File: src/rtl/spi_slave_responder.sv
// SPI slave responder: synchronises an external master's sclk/ss_n/mosi onto
// PCLK, receives one DATA_W-bit frame per transfer and shifts out a frame
// taken from a single-entry TX buffer on miso.
module spi_slave_responder #(
  parameter int DATA_W      = 8,
  parameter int SYNC_STAGES = 2
) (
  input  logic              PCLK,
  input  logic              PRESET_n,
  input  logic              spe_i,
  input  logic              cpol_i,
  input  logic              cpha_i,
  input  logic              lsbfe_i,
  input  logic              sclk_i,
  input  logic              ss_n_i,
  input  logic              mosi_i,
  output logic              miso_o,
  output logic              miso_oe_o,
  input  logic [DATA_W-1:0] tx_data_i,
  input  logic              tx_load_i,
  output logic              tx_empty_o,
  output logic [DATA_W-1:0] rx_data_o,
  output logic              rx_valid_o,
  input  logic              rx_read_i,
  output logic              overrun_o,
  output logic              busy_o
);

  localparam int CNT_W = $clog2(DATA_W + 1);

  typedef enum logic {
    IDLE   = 1'b0,
    ACTIVE = 1'b1
  } state_t;

  state_t                   state;
  logic [CNT_W-1:0]         bit_cnt;
  logic                     rx_full;
  logic [DATA_W-1:0]        tx_buf;
  logic [DATA_W-1:0]        tx_shift;
  logic [DATA_W-1:0]        rx_shift;

  logic [SYNC_STAGES-1:0]   sclk_sync;
  logic [SYNC_STAGES-1:0]   ss_sync;
  logic [SYNC_STAGES-1:0]   mosi_sync;
  logic                     sclk_p1;
  logic                     ss_p1;

  logic                     sclk_s;
  logic                     ss_s;
  logic                     mosi_s;
  logic                     sclk_rise;
  logic                     sclk_fall;
  logic                     lead_edge;
  logic                     trail_edge;
  logic                     sample_edge;
  logic                     shift_edge;
  logic                     ss_fall;
  logic                     abort;
  logic                     start_go;
  logic                     complete_go;
  logic                     sample_go;
  logic                     shift_go;
  logic [DATA_W-1:0]        tx_word;

  // Bit currently at the head of a frame in the selected bit order.
  function automatic logic head_bit(input logic [DATA_W-1:0] w, input logic lsb_first);
    return lsb_first ? w[0] : w[DATA_W-1];
  endfunction

  // Frame with its head bit consumed.
  function automatic logic [DATA_W-1:0] drop_head(input logic [DATA_W-1:0] w, input logic lsb_first);
    return lsb_first ? {1'b0, w[DATA_W-1:1]} : {w[DATA_W-2:0], 1'b0};
  endfunction

  // Append a received bit so that the first bit lands at its frame position.
  function automatic logic [DATA_W-1:0] push_bit(input logic [DATA_W-1:0] w, input logic b,
                                                 input logic lsb_first);
    return lsb_first ? {b, w[DATA_W-1:1]} : {w[DATA_W-2:0], b};
  endfunction

  assign sclk_s = sclk_sync[SYNC_STAGES-1];
  assign ss_s   = ss_sync[SYNC_STAGES-1];
  assign mosi_s = mosi_sync[SYNC_STAGES-1];

  assign sclk_rise   = sclk_s & ~sclk_p1;
  assign sclk_fall   = ~sclk_s & sclk_p1;
  assign lead_edge   = cpol_i ? sclk_fall : sclk_rise;
  assign trail_edge  = cpol_i ? sclk_rise : sclk_fall;
  assign sample_edge = cpha_i ? trail_edge : lead_edge;
  assign shift_edge  = cpha_i ? lead_edge : trail_edge;
  assign ss_fall     = ss_p1 & ~ss_s;

  // An empty buffer shifts out all ones so the master sees an idle-high line.
  assign tx_word = tx_empty_o ? '1 : tx_buf;

  assign abort       = (state == ACTIVE) && (!spe_i || ss_s);
  assign start_go    = (state == IDLE) && spe_i && ss_fall;
  assign complete_go = (state == ACTIVE) && !abort && (bit_cnt == CNT_W'(DATA_W));
  assign sample_go   = (state == ACTIVE) && !abort && !complete_go && sample_edge;
  assign shift_go    = (state == ACTIVE) && !abort && !complete_go && shift_edge;

  assign busy_o = (state == ACTIVE);

  // Stage p0: synchronisers; stage p1: delayed copies for edge detection.
  always_ff @(posedge PCLK) begin
    sclk_sync <= {sclk_sync[SYNC_STAGES-2:0], sclk_i};
    ss_sync   <= {ss_sync[SYNC_STAGES-2:0], ss_n_i};
    mosi_sync <= {mosi_sync[SYNC_STAGES-2:0], mosi_i};
    sclk_p1   <= sclk_s;
    ss_p1     <= ss_s;
  end

  // Shift registers and TX buffer contents; validity is tracked by the control block.
  always_ff @(posedge PCLK) begin
    if (start_go || complete_go) begin
      // With cpha=0 the head bit goes out at select time, so it is consumed here.
      tx_shift <= (start_go && !cpha_i) ? drop_head(tx_word, lsbfe_i) : tx_word;
    end else if (shift_go) begin
      tx_shift <= drop_head(tx_shift, lsbfe_i);
    end
    if (sample_go) begin
      rx_shift <= push_bit(rx_shift, mosi_s, lsbfe_i);
    end
    if (tx_load_i && tx_empty_o) begin
      tx_buf <= tx_data_i;
    end
  end

  // Transfer FSM plus TX/RX handshake state and registered outputs.
  always_ff @(posedge PCLK) begin
    if (!PRESET_n) begin
      state      <= IDLE;
      bit_cnt    <= '0;
      miso_o     <= 1'b0;
      miso_oe_o  <= 1'b0;
      tx_empty_o <= 1'b1;
      rx_data_o  <= '0;
      rx_valid_o <= 1'b0;
      rx_full    <= 1'b0;
      overrun_o  <= 1'b0;
    end else begin
      rx_valid_o <= 1'b0;
      miso_oe_o  <= spe_i & ~ss_s;

      // A load coinciding with a reload refills the buffer for the next frame.
      if (tx_load_i && tx_empty_o) begin
        tx_empty_o <= 1'b0;
      end else if (start_go || complete_go) begin
        tx_empty_o <= 1'b1;
      end

      // A host read in the completion cycle frees room for the new frame.
      if (complete_go) begin
        if (!rx_full || rx_read_i) begin
          rx_data_o  <= rx_shift;
          rx_valid_o <= 1'b1;
          rx_full    <= 1'b1;
          if (rx_read_i) begin
            overrun_o <= 1'b0;
          end
        end else begin
          overrun_o <= 1'b1;
        end
      end else if (rx_read_i) begin
        rx_full   <= 1'b0;
        overrun_o <= 1'b0;
      end

      case (state)
        IDLE: begin
          miso_o  <= 1'b0;
          bit_cnt <= '0;
          if (start_go) begin
            state <= ACTIVE;
            if (!cpha_i) begin
              miso_o <= head_bit(tx_word, lsbfe_i);
            end
          end
        end
        ACTIVE: begin
          if (abort) begin
            state   <= IDLE;
            bit_cnt <= '0;
            miso_o  <= 1'b0;
          end else if (complete_go) begin
            bit_cnt <= '0;
          end else begin
            if (sample_go) begin
              bit_cnt <= bit_cnt + CNT_W'(1);
            end
            if (shift_go) begin
              miso_o <= head_bit(tx_shift, lsbfe_i);
            end
          end
        end
        default: state <= IDLE;
      endcase
    end
  end

endmodule

File: config.mk
export PLATFORM = sky130hd
export DESIGN_NAME = spi_slave_responder
export DESIGN_NICKNAME = d
export VERILOG_FILES = /design/src/rtl/spi_slave_responder.sv
export SDC_FILE = /design/constraint.sdc
export NUM_CORES = 1
export LEC_CHECK = 0
export BUFFER_PORTS_ARGS = -buffer_cell sky130_fd_sc_hd__buf_2
export CAP_MARGIN = 20
export CORE_ASPECT_RATIO = 0.9
export CORE_MARGIN = 3
export CORE_UTILIZATION = 40
export DETAILED_ROUTE_END_ITERATION = 16
export GPL_TIMING_DRIVEN = 0
export PLACE_DENSITY_LB_ADDON = 0.08
export SYNTH_ARGS = -nofsm -noshare
export SYNTH_HDL_FRONTEND = slang
export SYNTH_SLANG_ARGS = --single-unit
File: constraint.sdc
create_clock -name PCLK -period 4.9 [get_ports PCLK]
set_clock_uncertainty 0.15 [all_clocks]
set_input_delay 0.98 -clock PCLK [delete_from_list [all_inputs] [get_ports PCLK]]
set_output_delay 0.98 -clock PCLK [all_outputs]
set_load 0.02 [all_outputs]
==> flow_metrics.py, run 1 <==
metrics = {
    "run_status": {
        "outcome": "finished, final reports clean",
    },
    "critical_path": {
        "worstReg2RegEnd": "tx_shift[1]$_DFFE_PP_",
        "worst_path_max_delay_cell": "o21ai_0",
        "reg2regPathDepth": 5,
        "rrSetupSlack_ns": 2.49,
        "required_ns": 4.67,
        "cp_cell_sequence": "buf_2 -> nand4bb_1 -> clkbuf_1 -> o21a_1 -> buf_2 -> o21ai_0",
        "cp-end-kind": "flip-flop",
        "worst_setup_path_start_kind": "primary input",
        "worst-path-stages": 6,
        "setup.worst_path.class": "primary input to flip-flop",
        "crit_buf_inv": 3,
        "cp_top_family": "buffers and inverters",
        "timing.rr.start": "bit_cnt[0]$_SDFFE_PN0P_",
        "cpPeakStageDelay_ns": 0.39,
        "crit_fanout": 10,
        "cp_common_cell": "buf_2",
        "critPathArrivalTime_ns": 2.34,
    },
    "drt": {
        "wl_met3_um": 212,
        "vias_per_cell": 5.26,
        "route.detailed.drc": 0,
        "ant_nets": 0,
        "wl_per_cell_um": 14.6,
        "highest_layer": "met4",
        "dr.pass1.iters": 4,
        "vias": 1495,
        "wl_met1_um": 1880,
        "drt_iter0_drc": 99,
        "drt_wl_total_um": 4150,
        "wl_met2_um": 1950,
    },
    "logic_synthesis": {
        "synthCells": 181,
        "synth_edf_count": 24,
        "yosys_warnings": 0,
        "synth_fa_ha_area_share_pct": 1.15,
        "ys_seq_area_share_pct": 57.8,
        "synth-xor-area-share_pct": 1.26,
        "yosys_most_used_dff": "dfxtp_1",
        "synth-compound-area-share_pct": 11.5,
        "synth_area_um2": 2180,
        "synthDistinctLibCells": 31,
        "synth-simple-area-share_pct": 13.4,
        "muxShareOfSynthArea_pct": 12.4,
        "synth-seq-cells": 51,
        "synthArstFlopShare_pct": 0,
        "avgSynthCellArea_um2": 12.1,
        "synth_top_family_by_area": "simple AND/OR/NAND/NOR gates",
        "syn_nets": 202,
    },
    "power": {
        "total_power_mw": 0.747,
        "p_per_area_nw_per_um2": 299,
        "ir_drop_v": 0.000176,
        "power_leakage_nw": 0.911,
    },
    "floorplanning": {
        "row_count": 24,
        "die_x_um": 83.9,
        "dieArea_um2": 6380,
        "io_pins": 33,
        "dieHeight_um": 76.1,
        "initial_core_util_pct": 43.3,
        "core_area_um2": 5040,
    },
    "clock_network": {
        "clk_path_buf_depth": 2,
        "cts.htree.levels": 2,
        "cts.clk_slew.worst_paths_ns": 0.08,
        "cts_resized": 0,
        "cts_tree": "done",
        "post-cts-setup-buffers": 0,
        "ctsHoldBuffers": 0,
        "cts_buffers": 5,
        "root_buffer": "clkbuf_8",
        "cts.sinks": 51,
        "clk_latency_ns": 0.30,
    },
    "global_route": {
        "overflow": 0,
        "first_global_vias": 1519,
        "grt_max_degree": 15,
        "grt_antenna_before_repair": 0,
        "grt_pass1_wl_um": 7130,
        "track_usage_pct": 14.0,
    },
    "timing": {
        "setup_tns_ns": 0,
        "finalHoldViolCount": 0,
        "setup_viol": 0,
        "relSlewSlack_pct": 33.1,
        "rsz0062_at_grt": "false",
        "fmax_mhz": 389,
        "period_share_pct": 52.5,
        "fin_crit_ns": 2.57,
        "worst_slew_pin_slew_ns": 0.993,
        "slew_violations": 0,
    },
    "placed_design": {
        "dpl_cell_area_um2": 2420,
        "gp_congestion": 0.862,
        "dp_hpwl_um": 3200,
        "io_buffers": 31,
    },
    "layout": {
        "area_growth_pct": 14.3,
        "diodes": 0,
        "n_fill_cell": 453,
        "fin_util_pct": 49.5,
        "multi_input_area_um2": 868,
        "drive_gt1_share_pct": 26.5,
        "stdcell_area_um2": 2500,
        "regArea_um2": 1260,
        "layout.nets": 240,
    },
    "hold_path": {
        "hp-class": "flip-flop to flip-flop",
        "min_from": "mosi_sync[0]$_DFF_P_",
        "hold-path-endpoint": "mosi_sync[1]$_DFF_P_",
        "min_path_cells": 0,
    },
    "flow_run": {
        "cap_viol_max_count": 0,
    },
}
==> stage by stage <==
stage          hold WS [ns]  cells  setup slack (ns)
2_1_floorplan         0.160    181              2.29
3_3_place_gp          0.160    277              2.03
3_5_place_dp          0.165    277              2.02
4_1_cts               0.184    284              2.34
5_1_grt               0.189    284              2.20
6_report              0.181    284              2.33
==> cells by family (layout without fill, tap and decap cells) <==
group                    count (synthesis)  in the layout
AND/OR/NAND/NOR                         52             52
flip-flops                              51             51
AO/OA/AOI/OAI                           38             38
multiplexers                            26             26
buffers and inverters                   11             49
adder cells (fa/ha/maj)                  2              2
XOR/XNOR                                 1              1
==> layout make-up <==
type	count	area share, %
flip-flops and latches	51	50.5
multi-input cells	119	34.8
repair buffers	31	6.22
well taps	65	3.26
clock buffers	7	3.06
plain buffers	7	1.55
inverters	4	0.602
==> metal layers <==
metal  track usage (%)  vias up
li1                  -      743
met1              18.0      692
met2              21.3       49
met3              3.68       11
met4              7.56        0
met5                 0        -
==> cells in the final DEF, fill, tap and decap left out, types with 6 or more instances in the layout <==
cell type | synthesis | routed
edfxtp_1 | 24 | 24
a21oi_1 | 7 | 7
o211ai_1 | 6 | 6
dfxtp_1 | 27 | 27
o21ai_0 | 11 | 11
a32oi_1 | 6 | 6
mux2_2 | 9 | 9
mux2i_1 | 17 | 17
buf_2 | 4 | 35
nor2b_1 | 12 | 12
or2_2 | 7 | 7
nor2_1 | 12 | 12
==> worst max path at each step <==
stage            from               endpoint
2_1_floorplan  cpha_i  tx_shift[0]$_DFFE_PP_
3_3_place_gp    spe_i  tx_shift[5]$_DFFE_PP_
3_5_place_dp    spe_i  tx_shift[5]$_DFFE_PP_
4_1_cts         spe_i  tx_shift[1]$_DFFE_PP_
5_1_grt         spe_i  tx_shift[1]$_DFFE_PP_
6_report        spe_i  tx_shift[1]$_DFFE_PP_
==> flip-flops by register name (all words and copies together) (netlist names), 2 cells and up <==
signal	cells
rx_data_o	8
rx_shift	8
tx_buf	8
tx_shift	8
bit_cnt	4
mosi_sync	2
sclk_sync	2
ss_sync	2
==> power breakdown <==
part / switching [mW] / internal (mW)
logic: 0.0302 / 0.0260
clock network: 0.125 / 0.0985
registers: 0.00812 / 0.458
total: 0.164 / 0.583
==> synth_stat cells, types with 4 or more instances <==
library cell  count  area [µm²]
dfxtp_1          27         541
edfxtp_1         24         721
mux2i_1          17         170
nor2_1           12        45.0
nor2b_1          12        75.1
o21ai_0          11        55.1
mux2_2            9         101
a21oi_1           7        35.0
or2_2             7        43.8
a32oi_1           6        52.6
o211ai_1          6        45.0
buf_2             4        20.0
inv_1             4        15.0
nor3_1            4        20.0
Power figures use the tool's default switching activity.
==> inputs of run 2 (changes only) <==
==> constraint.sdc (replaced) <==
create_clock -name PCLK -period 2.4 [get_ports PCLK]
set_clock_uncertainty 0.15 [all_clocks]
set_input_delay 0.48 -clock PCLK [delete_from_list [all_inputs] [get_ports PCLK]]
set_output_delay 0.48 -clock PCLK [all_outputs]
set_load 0.02 [all_outputs]
==> flow_metrics.py, run 2 (same netlist as run 1, synthesis figures left out) <==
metrics = {
    "run_status": {
        "outcome": "finished, final reports clean",
    },
    "timing": {
        "setup_tns_ns": 0,
        "worst_slew_pin_slew_ns": 0.638,
        "setup_viol": 0,
        "fin_hold_ws_ns": 0.129,
        "fmax_mhz": 455,
        "relSlewSlack_pct": 57.2,
        "fin_ws_ns": 0.201,
        "period_share_pct": 91.6,
        "finalHoldViolCount": 0,
        "slew_violations": 0,
        "rsz0062_at_grt": "false",
        "fin_crit_ns": 2.20,
    },
    "power": {
        "clkPwrFrac_pct": 30.0,
        "ir_drop_v": 0.000358,
        "p_comb_share_pct": 7.5,
        "total_power_mw": 1.52,
        "power.switching_mw": 0.334,
        "p_int_mw": 1.19,
        "p_seq_share_pct": 62.5,
        "power_leakage_nw": 0.911,
        "p_per_area_nw_per_um2": 611,
        "switching_share_pct": 21.9,
    },
    "critical_path": {
        "cp-endpoint": "tx_shift[1]$_DFFE_PP_",
        "crit_start": "bit_cnt[0]$_SDFFE_PN0P_",
        "worst-path-stages": 6,
        "crit_fanout": 10,
        "cp-end-kind": "flip-flop",
        "setup.worst_path.class": "flip-flop to flip-flop",
        "reg2regPathDepth": 6,
        "worst_setup_path_start_kind": "flip-flop",
        "rrSetupSlack_ns": 0.20,
        "cpPeakStageDelay_ns": 0.36,
        "worstReg2RegEnd": "tx_shift[1]$_DFFE_PP_",
        "required_ns": 2.18,
        "critPathArrivalTime_ns": 1.98,
        "timing.rr.start": "bit_cnt[0]$_SDFFE_PN0P_",
        "crit_buf_inv": 2,
        "cp_top_family": "compound AO/OA/AOI/OAI gates",
        "worst_path_max_delay_cell": "o21ai_1",
        "cp_cell_sequence": "inv_1 -> ha_1 -> nand3b_1 -> o21a_1 -> buf_2 -> o21ai_1",
    },
    "drt": {
        "wl_met3_um": 199,
        "wl_met1_um": 1890,
        "drt_iter0_drc": 99,
        "wl_met2_um": 1940,
        "highest_layer": "met4",
        "vias": 1490,
        "dr.pass1.iters": 4,
        "wl_per_cell_um": 14.6,
        "route.detailed.drc": 0,
        "drt_wl_total_um": 4140,
        "ant_nets": 0,
        "vias_per_cell": 5.25,
    },
    "global_route": {
        "grt_max_degree": 15,
        "grt_pass1_wl_um": 7130,
        "first_global_vias": 1519,
        "track_usage_pct": 14.0,
        "grt_antenna_before_repair": 0,
        "overflow": 0,
    },
    "placed_design": {
        "gp_congestion": 0.862,
        "dp_hpwl_um": 3200,
        "post-place-ws_ns": 0.00298,
        "dp.cells": 277,
        "dpl_cell_area_um2": 2420,
        "io_buffers": 31,
    },
    "layout": {
        "regArea_um2": 1260,
        "diodes": 0,
        "multi_input_area_um2": 868,
        "fin_util_pct": 49.5,
        "stdcell_area_um2": 2500,
        "final_cells": 284,
        "n_fill_cell": 453,
        "area_growth_pct": 14.3,
        "drive_gt1_share_pct": 26.5,
        "layout_common_cells": "buf_2, dfxtp_1, edfxtp_1, mux2i_1",
        "mostFrequentLayoutCell": "buf_2",
        "layout.nets": 240,
    },
    "clock_network": {
        "cts.clk_slew.worst_paths_ns": 0.09,
        "cts_resized": 1,
        "clk_path_buf_depth": 2,
        "post-cts-setup-buffers": 0,
        "clk_latency_ns": 0.30,
        "cts.htree.levels": 2,
        "root_buffer": "clkbuf_8",
        "cts_buffers": 5,
        "cts_tree": "done",
        "ctsHoldBuffers": 0,
        "cts.sinks": 51,
    },
    "floorplanning": {
        "initial_core_util_pct": 43.3,
        "die_x_um": 83.9,
        "core_area_um2": 5040,
        "dieHeight_um": 76.1,
        "row_count": 24,
        "io_pins": 33,
        "dieArea_um2": 6380,
    },
    "flow_run": {
        "cap_viol_max_count": 0,
    },
    "hold_path": {
        "hp-class": "primary input to flip-flop",
    },
}
[run 2: cell type report]
type                            instances  share of cell area [%]
Sequential cell                        51                    50.5
Multi-Input combinational cell        119                    34.8
Timing Repair Buffer                   31                    6.22
Tap cell                               65                    3.26
Clock buffer                            7                    3.06
Buffer                                  7                    1.55
Inverter                                4                   0.602
[run 2: power by group through the flow]
stage | clock (mW) | combinational (mW) | sequential [mW]
after floorplan | 0 | 0.0753 | 0.970
after global placement | 0 | 0.114 | 0.972
after detailed placement | 0 | 0.115 | 0.973
after CTS | 0.471 | 0.116 | 0.953
after global routing | 0.509 | 0.128 | 0.956
final | 0.457 | 0.115 | 0.952
[run 2: metal layers]
metal	vias to the layer above	GRT usage [%]
li1	742	-
met1	691	18.0
met2	46	21.3
met3	11	3.68
met4	0	7.56
met5	-	0
[run 2: worst min-delay path by stage]
| stage | from | to | slack, ns | cells past startpoint |
|---|---|---|---|---|
| after floorplan | mosi_sync[0]$_DFF_P_ | mosi_sync[1]$_DFF_P_ | 0.16 | 0 |
| after global placement | sclk_sync[0]$_DFF_P_ | sclk_sync[1]$_DFF_P_ | 0.16 | 0 |
| after detailed placement | mosi_sync[0]$_DFF_P_ | mosi_sync[1]$_DFF_P_ | 0.17 | 0 |
| after CTS | sclk_i | sclk_sync[0]$_DFF_P_ | 0.12 | 1 |
| after global routing | ss_n_i | ss_sync[0]$_DFF_P_ | 0.12 | 1 |
| final | mosi_i | mosi_sync[0]$_DFF_P_ | 0.13 | 1 |
==> inputs of run 3 (changes only) <==
--- a/config.mk
+++ b/config.mk
@@ -9,7 +9,7 @@
 export CAP_MARGIN = 20
 export CORE_ASPECT_RATIO = 0.9
 export CORE_MARGIN = 3
-export CORE_UTILIZATION = 40
+export CORE_UTILIZATION = 55
 export DETAILED_ROUTE_END_ITERATION = 16
 export GPL_TIMING_DRIVEN = 0
 export PLACE_DENSITY_LB_ADDON = 0.08
==> flow_metrics.py, run 3 (same netlist as run 1, synthesis figures left out) <==
metrics = {
    "layout": {
        "area_growth_pct": 14.6,
        "drive_gt1_share_pct": 26.8,
        "n_fill_cell": 293,
        "diodes": 0,
        "layout.nets": 240,
        "layout_common_cells": "buf_2, dfxtp_1, edfxtp_1, mux2i_1",
        "fin_util_pct": 66.6,
        "stdcell_area_um2": 2500,
        "mostFrequentLayoutCell": "buf_2",
    },
    "drt": {
        "vias": 1538,
        "dr.pass1.iters": 4,
        "wl_per_cell_um": 15.8,
        "route.detailed.drc": 0,
        "drt_wl_total_um": 4210,
        "drt_iter0_drc": 128,
        "ant_nets": 0,
        "vias_per_cell": 5.78,
    },
    "global_route": {
        "track_usage_pct": 19.1,
        "first_global_vias": 1510,
        "grt_antenna_before_repair": 0,
        "overflow": 0,
        "grt_max_degree": 16,
        "grt_pass1_wl_um": 7040,
    },
    "clock_network": {
        "post-cts-setup-buffers": 0,
        "cts.clk_slew.worst_paths_ns": 0.09,
        "root_buffer": "clkbuf_8",
        "cts.sinks": 51,
        "clk_latency_ns": 0.30,
        "clk_path_buf_depth": 2,
        "cts.htree.levels": 2,
        "cts_tree": "done",
        "cts_buffers": 5,
    },
    "critical_path": {
        "worst_setup_path_start_kind": "flip-flop",
        "required_ns": 2.19,
        "cpPeakStageDelay_ns": 0.41,
        "critPathArrivalTime_ns": 2.02,
        "worst_path_max_delay_cell": "o21ai_1",
        "crit_fanout": 10,
        "cp_cell_sequence": "inv_1 -> ha_1 -> nand3b_1 -> o21a_1 -> buf_2 -> o21ai_1",
        "cp-end-kind": "flip-flop",
        "setup.worst_path.class": "flip-flop to flip-flop",
    },
    "placed_design": {
        "dp_hpwl_um": 3150,
        "dpl_cell_area_um2": 2400,
        "io_buffers": 31,
        "gp_congestion": 0.883,
    },
    "floorplanning": {
        "dieHeight_um": 65.8,
        "initial_core_util_pct": 58.1,
        "row_count": 21,
        "io_pins": 33,
        "die_x_um": 72.4,
        "core_area_um2": 3760,
        "dieArea_um2": 4760,
    },
    "timing": {
        "relSlewSlack_pct": 51.5,
        "finalHoldViolCount": 0,
        "setup_viol": 0,
        "slew_violations": 0,
        "fmax_mhz": 449,
        "period_share_pct": 92.8,
        "rsz0062_at_grt": "false",
        "worst_slew_pin_slew_ns": 0.723,
        "fin_crit_ns": 2.23,
    },
    "power": {
        "power_leakage_nw": 0.925,
        "ir_drop_v": 0.000487,
        "p_per_area_nw_per_um2": 658,
    },
    "hold_path": {
        "hp-class": "primary input to flip-flop",
    },
    "flow_run": {
        "cap_viol_max_count": 0,
    },
    "run_status": {
        "outcome": "finished, final reports clean",
    },
}
[run 3: cell type report]
cell class	instances	area [µm²]	area share, %
plain buffers	7	38.8	1.55
clock buffers	7	76.3	3.05
clock inverters	1	30.0	1.20
inverters	4	15.0	0.600
multi-input cells	119	868	34.7
flip-flops and latches	51	1260	50.4
well taps	46	57.6	2.30
repair buffers	31	155	6.20
[run 3: report_power, final]
part,leakage [nW],total (mW),internal [mW],switching [mW]
clock network,0.0524,0.576,0.312,0.264
registers,0.443,0.952,0.936,0.0165
logic,0.430,0.118,0.0532,0.0644
total,0.925,1.65,1.30,0.345
[run 3: layer usage]
layer / share of wire (%) / wire, µm / global-route usage [%] / up-vias
li1: - / - / - / 744
met1: 46 / 1920 / 25.8 / 733
met2: 48 / 2030 / 30.9 / 57
met3: 5.2 / 218 / 3.95 / 4
met4: 0.74 / 31 / 6.45 / 0
met5: 0 / 0 / 0 / -
[run 3: worst paths after layout]
kind / startpoint / endpoint / slack, ns / cells past startpoint
worst min-delay path: ss_n_i / ss_sync[0]$_DFF_P_ / 0.13 / 1
worst max-delay path: bit_cnt[0]$_SDFFE_PN0P_ / tx_shift[3]$_DFFE_PP_ / 0.17 / 6
worst max register to register: bit_cnt[0]$_SDFFE_PN0P_ / tx_shift[3]$_DFFE_PP_ / 0.17 / 6
worst min register to register: sclk_sync[0]$_DFF_P_ / sclk_sync[1]$_DFF_P_ / 0.18 / 0
[run 3: metrics by stage]
| stage | total power [mW] | hold WS, ns | cells | TNS [ns] | worst slack [ns] |
|---|---|---|---|---|---|
| 6_report | 1.65 | 0.131 | 266 | 0 | 0.174 |
| 5_1_grt | 1.70 | 0.118 | 266 | 0 | 0.0275 |
| 4_1_cts | 1.65 | 0.124 | 266 | 0 | 0.173 |
| 3_5_place_dp | 1.09 | 0.163 | 258 | -0.403 | -0.0506 |
| 3_3_place_gp | 1.09 | 0.166 | 258 | 0 | 0.0104 |
| 2_1_floorplan | 1.05 | 0.160 | 181 | 0 | 0.292 |
[run 3: worst max-delay path: cells and delay by family, from the launching register on]
kind / cells / cell delay, ns
adder cells (fa/ha/maj): 1 / 0.18
AND/OR/NAND/NOR: 1 / 0.22
AO/OA/AOI/OAI: 2 / 0.70
flip-flops: 1 / 0.34
buffers and inverters: 2 / 0.29
[run 3: timing repair]
action | 4_1_cts | 5_1_grt
hold buffers | 0 | 0
resized for setup | 1 | 0
endpoints found under the setup margin | 8 | 0
